$ cat src/rtl/mips_mc_pkg.sv
// Shared types and encodings for the multi-cycle MIPS control unit.
// Build option MIPS_MC_PERF_CNT_EN (used by mips_mc_control) adds performance counters.
package mips_mc_pkg;

    typedef enum logic [3:0] {
        S_FETCH     = 4'd0,
        S_DECODE    = 4'd1,
        S_MEM_ADDR  = 4'd2,
        S_MEM_READ  = 4'd3,
        S_MEM_WB    = 4'd4,
        S_MEM_WRITE = 4'd5,
        S_R_EXEC    = 4'd6,
        S_R_WB      = 4'd7,
        S_I_EXEC    = 4'd8,
        S_I_WB      = 4'd9,
        S_BRANCH    = 4'd10,
        S_JUMP      = 4'd11,
        S_FAULT     = 4'd12
    } state_t;

    localparam logic [5:0] OP_R    = 6'b000000;
    localparam logic [5:0] OP_J    = 6'b000010;
    localparam logic [5:0] OP_JAL  = 6'b000011;
    localparam logic [5:0] OP_BEQ  = 6'b000100;
    localparam logic [5:0] OP_BNE  = 6'b000101;
    localparam logic [5:0] OP_ADDI = 6'b001000;
    localparam logic [5:0] OP_SLTI = 6'b001010;
    localparam logic [5:0] OP_ANDI = 6'b001100;
    localparam logic [5:0] OP_ORI  = 6'b001101;
    localparam logic [5:0] OP_LW   = 6'b100011;
    localparam logic [5:0] OP_SW   = 6'b101011;

    localparam logic [5:0] ALU_FUNCT = 6'b000000;
    localparam logic [5:0] ALU_ADD   = 6'b100011;
    localparam logic [5:0] ALU_SUB   = 6'b000100;

    localparam logic [1:0] PC_SRC_ALU    = 2'b00;
    localparam logic [1:0] PC_SRC_ALUOUT = 2'b01;
    localparam logic [1:0] PC_SRC_JUMP   = 2'b10;

    localparam logic [1:0] REG_DST_RT = 2'b00;
    localparam logic [1:0] REG_DST_RD = 2'b01;
    localparam logic [1:0] REG_DST_RA = 2'b10;

    localparam logic [1:0] WB_ALUOUT = 2'b00;
    localparam logic [1:0] WB_MDR    = 2'b01;
    localparam logic [1:0] WB_PC     = 2'b10;

    localparam logic [1:0] ASB_B       = 2'b00;
    localparam logic [1:0] ASB_FOUR    = 2'b01;
    localparam logic [1:0] ASB_IMM     = 2'b10;
    localparam logic [1:0] ASB_IMM_SH2 = 2'b11;

    function automatic state_t decode_next(input logic [5:0] op);
        case (op)
            OP_LW, OP_SW:                     return S_MEM_ADDR;
            OP_R:                             return S_R_EXEC;
            OP_BEQ, OP_BNE:                   return S_BRANCH;
            OP_J, OP_JAL:                     return S_JUMP;
            OP_ADDI, OP_ANDI, OP_ORI, OP_SLTI: return S_I_EXEC;
            default:                          return S_FAULT;
        endcase
    endfunction

    // States that hold a memory access open until mem_ready.
    function automatic logic is_mem_state(input state_t s);
        return (s == S_FETCH) || (s == S_MEM_READ) || (s == S_MEM_WRITE);
    endfunction

endpackage

$ cat src/rtl/mips_mc_if.sv
// Control bundle between the multi-cycle controller (master) and the datapath (slave).
// Handshake: the controller holds mem_read/mem_write until a cycle with mem_ready=1 completes the access.
interface mips_mc_if;
    logic [5:0] opcode;
    logic       zero;
    logic       mem_ready;
    logic       pc_en;
    logic [1:0] pc_src;
    logic       iord;
    logic       mem_read;
    logic       mem_write;
    logic       ir_write;
    logic       reg_write;
    logic [1:0] reg_dst;
    logic [1:0] wb_src;
    logic       alu_src_a;
    logic [1:0] alu_src_b;
    logic [5:0] alu_op;
    logic       instr_done;
    logic       fault;
    logic [3:0] state;

    modport master (
        input  opcode, zero, mem_ready,
        output pc_en, pc_src, iord, mem_read, mem_write, ir_write, reg_write,
               reg_dst, wb_src, alu_src_a, alu_src_b, alu_op, instr_done, fault, state
    );

    modport slave (
        output opcode, zero, mem_ready,
        input  pc_en, pc_src, iord, mem_read, mem_write, ir_write, reg_write,
               reg_dst, wb_src, alu_src_a, alu_src_b, alu_op, instr_done, fault, state
    );
endinterface

$ cat src/rtl/mips_mc_wait_timer.sv
// Saturating wait-state counter; expired flags the cycle in which the TIMEOUT-th wait occurs.
// TIMEOUT=0 turns the timeout off entirely.
module mips_mc_wait_timer #(
    parameter int TIMEOUT = 16,
    parameter int TO_W    = 5
) (
    input  logic clk,
    input  logic rst,
    input  logic clr,
    input  logic wait_req,
    output logic expired
);
    localparam logic [TO_W-1:0] LIMIT = (TIMEOUT > 0) ? TO_W'(TIMEOUT - 1) : '0;
    localparam logic [TO_W-1:0] MAX   = '1;
    localparam logic [TO_W-1:0] ONE   = TO_W'(1);

    logic [TO_W-1:0] cnt;

    always_ff @(posedge clk) begin
        if (rst || clr)
            cnt <= '0;
        else if (wait_req && (cnt != MAX))
            cnt <= cnt + ONE;
    end

    // A ready in the same cycle never counts as a wait, so completion wins over timeout.
    assign expired = (TIMEOUT > 0) && wait_req && (cnt >= LIMIT);
endmodule

$ cat src/rtl/mips_mc_control.sv
// Moore control FSM for the multi-cycle MIPS core with a shared ALU and unified memory port.
// Define MIPS_MC_PERF_CNT_EN to add cycle_cnt/instr_cnt performance counters.
module mips_mc_control
    import mips_mc_pkg::*;
#(
    parameter int TIMEOUT = 16,
    parameter int TO_W    = 5
`ifdef MIPS_MC_PERF_CNT_EN
    , parameter int CNT_W = 32
`endif
) (
    input  logic      clk,
    input  logic      rst,
    mips_mc_if.master bus
`ifdef MIPS_MC_PERF_CNT_EN
    , output logic [CNT_W-1:0] cycle_cnt
    , output logic [CNT_W-1:0] instr_cnt
`endif
);
    state_t state_q, state_d;
    logic   wait_req, clr, expired;

    assign wait_req = is_mem_state(state_q) && !bus.mem_ready;
    assign clr      = (state_d != state_q);

    mips_mc_wait_timer #(.TIMEOUT(TIMEOUT), .TO_W(TO_W)) u_timer (
        .clk      (clk),
        .rst      (rst),
        .clr      (clr),
        .wait_req (wait_req),
        .expired  (expired)
    );

    always_ff @(posedge clk) begin
        if (rst) state_q <= S_FETCH;
        else     state_q <= state_d;
    end

    assign bus.state = state_q;
    assign bus.fault = (state_q == S_FAULT);

    always_comb begin
        state_d        = state_q;
        bus.pc_en      = 1'b0;
        bus.pc_src     = PC_SRC_ALU;
        bus.iord       = 1'b0;
        bus.mem_read   = 1'b0;
        bus.mem_write  = 1'b0;
        bus.ir_write   = 1'b0;
        bus.reg_write  = 1'b0;
        bus.reg_dst    = REG_DST_RT;
        bus.wb_src     = WB_ALUOUT;
        bus.alu_src_a  = 1'b0;
        bus.alu_src_b  = ASB_B;
        bus.alu_op     = ALU_FUNCT;
        bus.instr_done = 1'b0;
        case (state_q)
            S_FETCH: begin
                bus.mem_read  = 1'b1;
                bus.alu_src_b = ASB_FOUR;
                bus.alu_op    = ALU_ADD;
                bus.ir_write  = bus.mem_ready;
                bus.pc_en     = bus.mem_ready;
                if (bus.mem_ready) state_d = S_DECODE;
                else if (expired)  state_d = S_FAULT;
            end
            S_DECODE: begin
                bus.alu_src_b = ASB_IMM_SH2;
                bus.alu_op    = ALU_ADD;
                state_d       = decode_next(bus.opcode);
            end
            S_MEM_ADDR: begin
                bus.alu_src_a = 1'b1;
                bus.alu_src_b = ASB_IMM;
                bus.alu_op    = ALU_ADD;
                state_d       = (bus.opcode == OP_LW) ? S_MEM_READ : S_MEM_WRITE;
            end
            S_MEM_READ: begin
                bus.mem_read = 1'b1;
                bus.iord     = 1'b1;
                if (bus.mem_ready) state_d = S_MEM_WB;
                else if (expired)  state_d = S_FAULT;
            end
            S_MEM_WB: begin
                bus.reg_write  = 1'b1;
                bus.wb_src     = WB_MDR;
                bus.instr_done = 1'b1;
                state_d        = S_FETCH;
            end
            S_MEM_WRITE: begin
                bus.mem_write  = 1'b1;
                bus.iord       = 1'b1;
                bus.instr_done = bus.mem_ready;
                if (bus.mem_ready) state_d = S_FETCH;
                else if (expired)  state_d = S_FAULT;
            end
            S_R_EXEC: begin
                bus.alu_src_a = 1'b1;
                state_d       = S_R_WB;
            end
            S_R_WB: begin
                bus.reg_write  = 1'b1;
                bus.reg_dst    = REG_DST_RD;
                bus.instr_done = 1'b1;
                state_d        = S_FETCH;
            end
            S_I_EXEC: begin
                bus.alu_src_a = 1'b1;
                bus.alu_src_b = ASB_IMM;
                bus.alu_op    = bus.opcode;
                state_d       = S_I_WB;
            end
            S_I_WB: begin
                bus.reg_write  = 1'b1;
                bus.instr_done = 1'b1;
                state_d        = S_FETCH;
            end
            S_BRANCH: begin
                // ALUOut already holds the branch target computed in DECODE.
                bus.alu_src_a  = 1'b1;
                bus.alu_op     = ALU_SUB;
                bus.pc_src     = PC_SRC_ALUOUT;
                bus.pc_en      = (bus.opcode == OP_BEQ) ? bus.zero : !bus.zero;
                bus.instr_done = 1'b1;
                state_d        = S_FETCH;
            end
            S_JUMP: begin
                bus.pc_src     = PC_SRC_JUMP;
                bus.pc_en      = 1'b1;
                bus.instr_done = 1'b1;
                if (bus.opcode == OP_JAL) begin
                    bus.reg_write = 1'b1;
                    bus.reg_dst   = REG_DST_RA;
                    bus.wb_src    = WB_PC;
                end
                state_d = S_FETCH;
            end
            S_FAULT: state_d = S_FAULT;
            default: state_d = S_FAULT;
        endcase
    end

`ifdef MIPS_MC_PERF_CNT_EN
    always_ff @(posedge clk) begin
        if (rst) begin
            cycle_cnt <= '0;
            instr_cnt <= '0;
        end else begin
            if (state_q != S_FAULT) cycle_cnt <= cycle_cnt + CNT_W'(1);
            if (bus.instr_done)     instr_cnt <= instr_cnt + CNT_W'(1);
        end
    end
`endif
endmodule

$ cat src/flat_wrapper.sv
// flat-port wrapper written by rule: the top's interface ports become plain ports
module mips_mc_control_flat import mips_mc_pkg::*;
#(
    parameter int TIMEOUT = 16,
    parameter int TO_W    = 5

)
  (clk, rst, bus_opcode, bus_zero, bus_mem_ready, bus_pc_en, bus_pc_src, bus_iord, bus_mem_read, bus_mem_write, bus_ir_write, bus_reg_write, bus_reg_dst, bus_wb_src, bus_alu_src_a, bus_alu_src_b, bus_alu_op, bus_instr_done, bus_fault, bus_state);
  mips_mc_if bus_i ();
  input  logic clk;
  input  logic rst;
  input wire logic [$bits(bus_i.opcode)-1:0] bus_opcode;
  input wire logic [$bits(bus_i.zero)-1:0] bus_zero;
  input wire logic [$bits(bus_i.mem_ready)-1:0] bus_mem_ready;
  output wire logic [$bits(bus_i.pc_en)-1:0] bus_pc_en;
  output wire logic [$bits(bus_i.pc_src)-1:0] bus_pc_src;
  output wire logic [$bits(bus_i.iord)-1:0] bus_iord;
  output wire logic [$bits(bus_i.mem_read)-1:0] bus_mem_read;
  output wire logic [$bits(bus_i.mem_write)-1:0] bus_mem_write;
  output wire logic [$bits(bus_i.ir_write)-1:0] bus_ir_write;
  output wire logic [$bits(bus_i.reg_write)-1:0] bus_reg_write;
  output wire logic [$bits(bus_i.reg_dst)-1:0] bus_reg_dst;
  output wire logic [$bits(bus_i.wb_src)-1:0] bus_wb_src;
  output wire logic [$bits(bus_i.alu_src_a)-1:0] bus_alu_src_a;
  output wire logic [$bits(bus_i.alu_src_b)-1:0] bus_alu_src_b;
  output wire logic [$bits(bus_i.alu_op)-1:0] bus_alu_op;
  output wire logic [$bits(bus_i.instr_done)-1:0] bus_instr_done;
  output wire logic [$bits(bus_i.fault)-1:0] bus_fault;
  output wire logic [$bits(bus_i.state)-1:0] bus_state;
  assign bus_i.opcode = bus_opcode;
  assign bus_i.zero = bus_zero;
  assign bus_i.mem_ready = bus_mem_ready;
  assign bus_pc_en = bus_i.pc_en;
  assign bus_pc_src = bus_i.pc_src;
  assign bus_iord = bus_i.iord;
  assign bus_mem_read = bus_i.mem_read;
  assign bus_mem_write = bus_i.mem_write;
  assign bus_ir_write = bus_i.ir_write;
  assign bus_reg_write = bus_i.reg_write;
  assign bus_reg_dst = bus_i.reg_dst;
  assign bus_wb_src = bus_i.wb_src;
  assign bus_alu_src_a = bus_i.alu_src_a;
  assign bus_alu_src_b = bus_i.alu_src_b;
  assign bus_alu_op = bus_i.alu_op;
  assign bus_instr_done = bus_i.instr_done;
  assign bus_fault = bus_i.fault;
  assign bus_state = bus_i.state;
  mips_mc_control #(.TIMEOUT(TIMEOUT), .TO_W(TO_W)) u_core (.clk(clk), .rst(rst), .bus(bus_i));
endmodule
$ cat config.mk
export PLATFORM = sky130hd
export DESIGN_NAME = mips_mc_control_flat
export DESIGN_NICKNAME = d
export VERILOG_FILES = /design/src/rtl/mips_mc_pkg.sv /design/src/rtl/mips_mc_if.sv /design/src/rtl/mips_mc_wait_timer.sv /design/src/rtl/mips_mc_control.sv /design/src/flat_wrapper.sv
export SDC_FILE = /design/constraint.sdc
export NUM_CORES = 1
export LEC_CHECK = 0
export ABC_AREA = 1
export CAP_MARGIN = 20
export CORE_ASPECT_RATIO = 1.25
export CORE_MARGIN = 4
export CORE_UTILIZATION = 40
export DETAILED_ROUTE_END_ITERATION = 10
export GPL_ROUTABILITY_DRIVEN = 0
export PLACE_DENSITY = 0.72
export SYNTH_ARGS = -nofsm -noshare
export SYNTH_HDL_FRONTEND = slang
export SYNTH_HIERARCHICAL = 1
export SYNTH_SLANG_ARGS = --single-unit
$ cat constraint.sdc
create_clock -name clk -period 3 [get_ports clk]
set_clock_uncertainty 0.15 [all_clocks]
set_input_delay 0.3 -clock clk [delete_from_list [all_inputs] [get_ports clk]]
set_output_delay 0.3 -clock clk [all_outputs]
set_load 0.02 [all_outputs]
==> Yosys cells after proc, flatten, opt, wreduce, memory -nomap -nowiden <==
Index checks and enable logic that the tools add are counted.
{ "totals": {"ff_bits": 9, "latch_bits": 0, "ram_bits": 0, "romBits": 0, "memories": 0} }
{ "classes": {"n_addsub": 1, "n_mul": 0, "div_mod_pow": 0, "n_lt_le_gt_ge": 1, "n_eq_ne": 24, "n_shift": 0, "mux": 23, "bitwise": 0, "reduce_logical": 21} }
{ "ops": {"columns": ["operator", "count"], "rows": [
  ["$pmux 4 s8", 1],
  ["$eq 6x4->1 const B", 4],
  ["$eq 4x4->1 const B", 5],
  ["$pmux 4 s5", 1],
  ["$pmux 6 s3", 1],
  ["$eq 4x3->1 const B", 4],
  ["$mux 4", 4],
  ["$eq 6x2->1 const B", 2],
  ["$eq 6x3->1 const B", 2],
  ["$eq 6x6->1 const B", 2],
  ["$pmux 2 s2", 3],
  ["$reduce_or 2->1", 6],
  ["$eq 4x2->1 const B", 2],
  ["$reduce_or 4->1", 2],
  ["$mux 1", 7],
  ["$logic_not 6->1", 1],
  ["$pmux 2 s3", 1],
  ["$reduce_or 3->1", 2],
  ["$add 5x1->5 const B", 1],
  ["$ge 5x4->1 const B", 1],
  ["$ne 5x5->1 const B", 1],
  ["$reduce_or 5->1", 1],
  ["$eq 4x1->1 const B", 1],
  ["$logic_not 4->1", 1],
  ["8 further kinds", 14]
]} }

==> Logic depth before layout (Yosys ltp) <==
Gate-level depths: netlist of run 1.
{ "depth": {"ltp_word": 10, "mapped_depth": 17, "depth_no_buf": 17} }

==> Cells and area by module <==
The synthesis of run 1 kept the hierarchy.
{ "by_module_without_submodules": {"columns": ["module", "instances", "cells_per_inst", "area_per_inst_um2", "seq_area_each_um2"], "rows": [
  ["mips_mc_control", 1, 141, 723.2, 80.1],
  ["mips_mc_wait_timer", 1, 40, 305.3, 100.1]
]} }

==> Worst setup path after synthesis of run 1 <==
OpenSTA, ideal clock, no wires.
{ "synth_path": {"path_kind": "reg-to-reg", "startpoint": "register u_core.state_q[2] (netlist: u_core/bus.state[2])", "endpoint": "register u_core.u_timer.cnt[0]", "setup_ps": 70, "arrival_time_ps": 2270, "t_required_ps": 2780, "path_slack_ps": 510, "stages_incl_launch_ff": 17, "n_path_buf": 0, "period_less_slack_ps": 2490, "cell_sequence": "dfxtp_1 inv_2 nor2_2 nand2_2 a31oi_1 inv_2 a21oi_1 inv_1 a21oi_1 nand2_1 nand2_1 nor2_1 nand3_1 nand4_1 nor2_1 o21ai_1 a21oi_1"} }
{ "synth_between": {"elab_chain_cells": 10} }
{ "synth_rtl": {"columns": ["element", "line", "text"], "rows": [
  ["start, declared", "mips_mc_control.sv:20", "state_t state_q, state_d;"],
  ["start signal, assigned", "mips_mc_control.sv:36", "else state_q <= state_d;"],
  ["$eq 4x2->1 or $logic_not 4->1 (tied branches)", "mips_mc_pkg.sv:67", "return (s == S_FETCH) || (s == S_MEM_READ) || (s == S_MEM_WRITE);"],
  ["$logic_or 1x1->1", "mips_mc_pkg.sv:67", null],
  ["$logic_or 1x1->1 (*)", "mips_mc_pkg.sv:67", null],
  ["$logic_and 1x1->1 (*)", "mips_mc_control.sv:23", "assign wait_req = is_mem_state(state_q) && !bus.mem_ready;"],
  ["net u_core.wait_req", "mips_mc_control.sv:21", "logic wait_req, clr, expired;"],
  ["$logic_and 1x1->1 (*)", "mips_mc_wait_timer.sv:27", "assign expired = (TIMEOUT > 0) && wait_req && (cnt >= LIMIT);"],
  ["net u_core.expired", "mips_mc_control.sv:21", null],
  ["$mux 4 (*)", "mips_mc_control.sv:65, mips_mc_control.sv:82, mips_mc_control.sv:95", null],
  ["$mux 4 (on tied branches)", "mips_mc_control.sv:94, mips_mc_control.sv:64, mips_mc_control.sv:81", null],
  ["$pmux 4 s8 (*)", "mips_mc_control.sv:57", "case (state_q)"],
  ["$ne 4x4->1 (*)", "mips_mc_control.sv:24", "assign clr = (state_d != state_q);"],
  ["net u_core.clr", "mips_mc_control.sv:21", null],
  ["$logic_or 1x1->1 (*)", "mips_mc_wait_timer.sv:20", "if (rst || clr)"],
  ["end signal, assigned", "mips_mc_wait_timer.sv:23", "cnt <= cnt + ONE;"],
  ["end, declared", "mips_mc_wait_timer.sv:17", "logic [TO_W-1:0] cnt;"]
]} }
Mark *: on every way through the listed nets, which the timed path passes. The rest lies on a longest branch.
A chain may end at the register's enable or synchronous reset.

==> Final worst setup path of run 1 <==
{ "layout_path": {"startpoint": "register u_core.state_q[0] (netlist: u_core/bus.state[0])", "endpoint": "register u_core.u_timer.cnt[0]"} }
The elaborated chain is that of the path after synthesis.

==> flow_metrics.py, run 1 <==
metrics = {
    "yosys": {
        "synth_nets": 194,
        "synthAdderAreaFrac_pct": 3.65,
        "yosysUniqueCellTypes": 26,
        "seq_area_frac_synth_pct": 17.5,
        "yosys.area.top_type": "dfxtp_1",
        "synth_top_family_by_area": "simple AND/OR/NAND/NOR gates",
        "synth_seq_cells": 9,
        "syn-cell-area_um2": 1030,
        "yosysWarnings": 6,
        "synth.avg_cell_area_um2": 5.68,
        "muxShareOfSynthArea_pct": 0,
        "synth-xor-area-share_pct": 0,
        "yosys.area_share.simple_pct": 50.6,
        "synth_top_area_share_pct": 17.5,
        "synth_area_leaders": "dfxtp_1 (18%), nand2_1 (14%), nor2_1 (11%)",
        "synth_compound_area_share_pct": 15.5,
        "netlist_instances": 181,
    },
    "sta": {
        "holdWs_ns": 0.384,
        "setup_slack_ns": 0.322,
        "maxSlewViolCount": 0,
        "min_period_ns": 2.68,
        "finalHoldViolCount": 0,
        "setup_viol": 0,
        "post-route-period-util_pct": 89.3,
        "slew_headroom_pct": 78.4,
        "rsz0062_at_grt": "no",
        "worst_pin_slew_ns": 0.322,
        "setup-tns-final_ns": 0,
        "fmax_mhz": 373,
    },
    "worst_hold_path": {
        "hold_class": "reg -> reg",
    },
    "global_route": {
        "grt.total_usage_pct": 19.5,
        "antenna_found_initial": 0,
        "grt_pass1_vias": 1219,
        "grt_max_degree": 8,
        "grt_pass1_wl_um": 5270,
        "gr-total-overflow": 0,
    },
    "power": {
        "vdd_drop_max_mv": 0.512,
        "p_comb_share_pct": 75.1,
        "leakage_nw": 0.666,
        "p_int_uw": 533,
        "powerDensity_nw_per_um2": 754,
        "switchingPower_uw": 576,
        "swShare_pct": 52.0,
        "p_seq_share_pct": 16.4,
        "pwr-share-clk_pct": 8.5,
    },
    "place": {
        "dp_slack_ns": 0.366,
        "post-dp-hpwl_um": 2720,
        "numPortBuffers": 36,
        "place_area_um2": 1450,
    },
    "die": {
        "die_w_um": 53.4,
        "start_util_pct": 41.9,
        "coreArea_um2": 2450,
        "die_h_um": 64.7,
        "ios": 37,
        "num_rows": 20,
        "die-area_um2": 3450,
    },
    "cells_and_area": {
        "fillers": 264,
        "diodes": 0,
        "final_cell_area_um2": 1470,
        "drive_above_1_share_pct": 14.3,
        "syn_to_final_growth_pct": 43.1,
        "layout.nets": 237,
    },
    "route": {
        "ant_nets": 0,
        "drt-total-wl_um": 3120,
        "routedWlPerCell_um": 12.2,
        "drc_errors": 0,
        "first_pass_iters": 4,
        "drtIter0Drc": 54,
        "via_count": 1291,
        "viasPerCell": 5.04,
    },
    "clock_tree": {
        "cts_buffer_depth": 2,
        "clock_sinks": 9,
        "post_cts_resized": 0,
        "htreeDepth": 1,
        "cts_tree": "done",
        "hold_buffers": 0,
        "clk_pin_slew_ns": 0.06,
        "cts_root_buffer": "clkbuf_4",
        "numCtsBuffers": 3,
        "postCtsSetupRepairBufs": 0,
        "clock_latency_ns": 0.26,
    },
    "status": {
        "outcome": "finished, final reports clean",
    },
    "setup_path": {
        "end_kind": "flip-flop",
        "crit_type": "reg -> reg",
        "critPathLaunchType": "flip-flop",
        "r2r_slack_ns": 0.32,
        "crit_path_max_fanout": 6,
        "critical_path_required_ns": 3.04,
        "worstPathArrival_ns": 2.72,
    },
    "run": {
        "cap_violations": 0,
    },
}
==> layout make-up <==
class / count / area (µm²) / area share [%]
well taps: 33 / 41.3 / 2.81
multi-input cells: 138 / 717 / 48.7
inverters: 33 / 124 / 8.42
repair buffers: 39 / 383 / 26.0
clock buffers: 4 / 26.3 / 1.79
flip-flops and latches: 9 / 180 / 12.2
==> worst max-delay path, cell delays in order, from the launching register on <==
cell	delay, ns
dfxtp_1	0.45
inv_2	0.12
nor2_4	0.11
nand2_2	0.10
a31oi_1	0.32
inv_2	0.09
a21oi_1	0.24
inv_1	0.09
a21oi_1	0.15
nand2_1	0.07
nand2_1	0.05
nor2_1	0.06
nand3_1	0.08
nand4_1	0.09
nor2_1	0.22
o21ai_1	0.10
a21oi_1	0.12
==> logic make-up after synthesis <==
family	Yosys count
AND/OR/NAND/NOR	108
buffers and inverters	34
AO/OA/AOI/OAI	27
adder cells (fa/ha/maj)	3
flip-flops	9
==> power by group through the flow <==
stage	combinational, mW	clock, mW	sequential, mW
after floorplan	0.485	0	0.204
after global placement	0.821	0	0.182
after detailed placement	0.832	0	0.185
after CTS	0.836	0.0975	0.182
after global routing	0.909	0.104	0.186
final	0.833	0.0943	0.182
==> stage by stage <==
| stage | util [%] | total power [mW] | cells |
|---|---|---|---|
| floorplan | - | 0.689 | 181 |
| global placement | 58.9 | 1.00 | 252 |
| detailed placement | 58.9 | 1.02 | 252 |
| CTS | 60.0 | 1.12 | 256 |
| global route | 60.0 | 1.20 | 256 |
| finish | 60.0 | 1.11 | 256 |
==> state kept, by name, indices dropped and copies added, names as in the netlist <==
signal and count:
u_core/u_timer/cnt 5, u_core/bus.state 4
==> per-layer routing <==
layer	global-route usage, %	vias to the layer above	share of wire (%)
met5	0	-	0
met4	6.71	0	1.4
met3	1.84	6	6.3
met2	36.5	42	53
met1	21.8	576	40
li1	-	667	-
==> synth_stat cells <==
cell type	instances
nand2_1	37
nor2_1	31
inv_1	27
nand3_1	16
dfxtp_1	9
o21ai_0	9
a21oi_1	7
nand2_2	7
inv_2	6
nor2_2	5
nor2_4	4
ha_1	3
nand4_1	3
o21ai_1	3
nand3_2	2
nor3_1	2
a211o_1	1
a211oi_1	1
a21oi_2	1
a31oi_1	1
a41oi_1	1
buf_4	1
nor3_4	1
o21a_1	1
o21bai_1	1
o221ai_1	1
==> cells in the final DEF (no fill, tap or decap) <==
cell	n
a211o_1	1
a211oi_1	1
a21oi_1	7
a21oi_2	1
a31oi_1	1
a41oi_1	1
buf_4	3
clkbuf_1	1
clkbuf_4	3
clkdlybuf4s50_1	36
dfxtp_1	9
ha_1	3
inv_1	27
inv_2	6
nand2_1	37
nand2_2	7
nand3_1	16
nand3_2	2
nand4_1	3
nor2_1	31
nor2_2	5
nor2_4	4
nor3_1	2
nor3_4	1
o21a_1	1
o21ai_0	9
o21ai_1	3
o21bai_1	1
o221ai_1	1
==> worst paths after layout <==
check | start | cells past startpoint | end
max | u_core/bus.state[0] | 16 | u_core/u_timer/cnt[0]
min | u_core/u_timer/cnt[0] | 2 | u_core/u_timer/cnt[0]
max reg2reg | u_core/bus.state[0] | 16 | u_core/u_timer/cnt[0]
min reg2reg | u_core/u_timer/cnt[0] | 2 | u_core/u_timer/cnt[0]
No activity file was read; power rests on OpenSTA's default activity.
==> run 2, diff against run 1 <==
--- a/config.mk
+++ b/config.mk
@@ -9,10 +9,10 @@
 export CAP_MARGIN = 20
 export CORE_ASPECT_RATIO = 1.25
 export CORE_MARGIN = 4
-export CORE_UTILIZATION = 40
+export CORE_UTILIZATION = 48
 export DETAILED_ROUTE_END_ITERATION = 10
 export GPL_ROUTABILITY_DRIVEN = 0
-export PLACE_DENSITY = 0.72
+export PLACE_DENSITY = 0.84
 export SYNTH_ARGS = -nofsm -noshare
 export SYNTH_HDL_FRONTEND = slang
 export SYNTH_HIERARCHICAL = 1
==> constraint.sdc (replaced) <==
create_clock -name clk -period 3.1 [get_ports clk]
set_clock_uncertainty 0.15 [all_clocks]
set_input_delay 0.31 -clock clk [delete_from_list [all_inputs] [get_ports clk]]
set_output_delay 0.31 -clock clk [all_outputs]
set_load 0.02 [all_outputs]
==> flow_metrics.py, run 2 (synthesis results as in run 1) <==
metrics = {
    "global_route": {
        "grt.total_usage_pct": 21.7,
        "grt_max_degree": 10,
        "grt_pass1_wl_um": 5140,
        "antenna_found_initial": 0,
        "gr-total-overflow": 0,
        "grt_pass1_vias": 1220,
    },
    "sta": {
        "worst_pin_slew_ns": 0.455,
        "post-route-period-util_pct": 89.8,
        "rsz0062_at_grt": "no",
        "slew_headroom_pct": 69.7,
        "holdWs_ns": 0.374,
        "setup_viol": 0,
        "setup-tns-final_ns": 0,
        "maxSlewViolCount": 0,
        "fmax_mhz": 359,
        "finalHoldViolCount": 0,
        "min_period_ns": 2.79,
    },
    "setup_path": {
        "crit_path_max_fanout": 6,
        "critPathLaunchType": "flip-flop",
        "rr_endpoint": "u_core/u_timer/cnt[4]",
        "end_kind": "flip-flop",
        "r2r_slack_ns": 0.31,
        "crit_type": "reg -> reg",
        "r2r-start": "u_core/bus.state[0]",
        "critical_path_required_ns": 3.14,
        "r2r_cells": 16,
        "worstPathArrival_ns": 2.82,
    },
    "die": {
        "die_w_um": 49.4,
        "num_rows": 18,
        "coreArea_um2": 2000,
        "ios": 37,
        "die_h_um": 59.8,
        "die-area_um2": 2950,
        "start_util_pct": 51.3,
    },
    "clock_tree": {
        "clock_sinks": 9,
        "post_cts_resized": 0,
        "numCtsBuffers": 3,
        "clk_pin_slew_ns": 0.06,
        "postCtsSetupRepairBufs": 0,
        "htreeDepth": 1,
        "cts_tree": "done",
        "clock_latency_ns": 0.25,
        "hold_buffers": 0,
        "cts_buffer_depth": 2,
        "cts_root_buffer": "clkbuf_4",
    },
    "power": {
        "finalPower_mw": 1.07,
        "powerDensity_nw_per_um2": 740,
        "leakage_nw": 0.656,
        "vdd_drop_max_mv": 0.442,
    },
    "route": {
        "drt-total-wl_um": 3100,
        "routedWlPerCell_um": 12.9,
        "drtIter0Drc": 44,
        "ant_nets": 0,
        "drc_errors": 0,
        "via_count": 1321,
        "first_pass_iters": 4,
        "viasPerCell": 5.48,
    },
    "status": {
        "outcome": "finished, final reports clean",
    },
    "cells_and_area": {
        "syn_to_final_growth_pct": 40.0,
        "regMostFlops": "u_core/u_timer/cnt",
        "largest_register_ffs": 5,
        "drive_above_1_share_pct": 13.6,
        "fillers": 179,
        "layout.nets": 235,
        "diodes": 0,
        "final_common_cell": "nand2_1",
        "mostFrequentLayoutCells": "nand2_1 (37), clkdlybuf4s50_1 (36), nor2_1 (31)",
    },
    "worst_hold_path": {
        "whs_path_depth": 2,
        "hold_class": "reg -> reg",
        "min_from": "u_core/u_timer/cnt[0]",
        "hold_end": "u_core/u_timer/cnt[0]",
    },
    "place": {
        "post-dp-hpwl_um": 2600,
        "numPortBuffers": 36,
    },
    "run": {
        "cap_violations": 0,
    },
}
[run 2: changes by cell type in the layout (fill, tap and decap cells not counted)]
cell | before | now
buf_4 | 3 | 1
[run 2: critical path: stages (launching register included)]
cell	delay, ns
dfxtp_1	0.47
inv_2	0.14
nor2_4	0.11
nand2_2	0.11
a31oi_1	0.31
inv_2	0.09
a21oi_1	0.21
inv_1	0.08
a21oi_1	0.15
nand2_1	0.07
nand2_1	0.06
nor2_1	0.08
nand3_1	0.10
nand4_1	0.09
nor2_1	0.26
o21ai_1	0.12
a21oi_1	0.12
[run 2: worst max-delay path by stage]
stage / startpoint / endpoint / slack [ns] / cells past startpoint
detailed placement: u_core/bus.state[0] / u_core/u_timer/cnt[4] / 0.39 / 16
global route: u_core/bus.state[0] / u_core/u_timer/cnt[0] / 0.05 / 16
global placement: u_core/bus.state[0] / u_core/u_timer/cnt[0] / 0.45 / 16
finish: u_core/bus.state[0] / u_core/u_timer/cnt[4] / 0.31 / 16
CTS: u_core/bus.state[0] / u_core/u_timer/cnt[1] / 0.36 / 16
floorplan: u_core/bus.state[2] / u_core/u_timer/cnt[0] / 0.61 / 16
[run 2: power by group]
| part | internal [mW] | total [mW] | switching, mW |
|---|---|---|---|
| sequential | 0.140 | 0.177 | 0.0370 |
| clock | 0.0495 | 0.0880 | 0.0385 |
| combinational | 0.324 | 0.800 | 0.476 |
[run 2: routing by layer]
layer,share of wire [%],GRT usage [%]
met3,6.8,4.24
met1,37,20.9
met4,1.5,5.53
met2,54,46.4
met5,0,0
[run 2: cell type report]
cell class	count	area [µm²]	share of cell area, %
multi-input combinational	138	717	49.8
timing repair buffer	37	368	25.5
sequential	9	180	12.5
inverter	33	124	8.60
clock buffer	4	26.3	1.82
tap	20	25.0	1.74
[run 2: through the flow]
stage	util (%)	setup slack, ns	instances	instance area (µm²)
after global routing	71.8	0.0504	241	1440
after CTS	71.8	0.359	241	1440
final	71.8	0.315	241	1440
after global placement	70.5	0.450	237	1410
after detailed placement	70.5	0.395	237	1410
after floorplan	-	0.610	181	1030
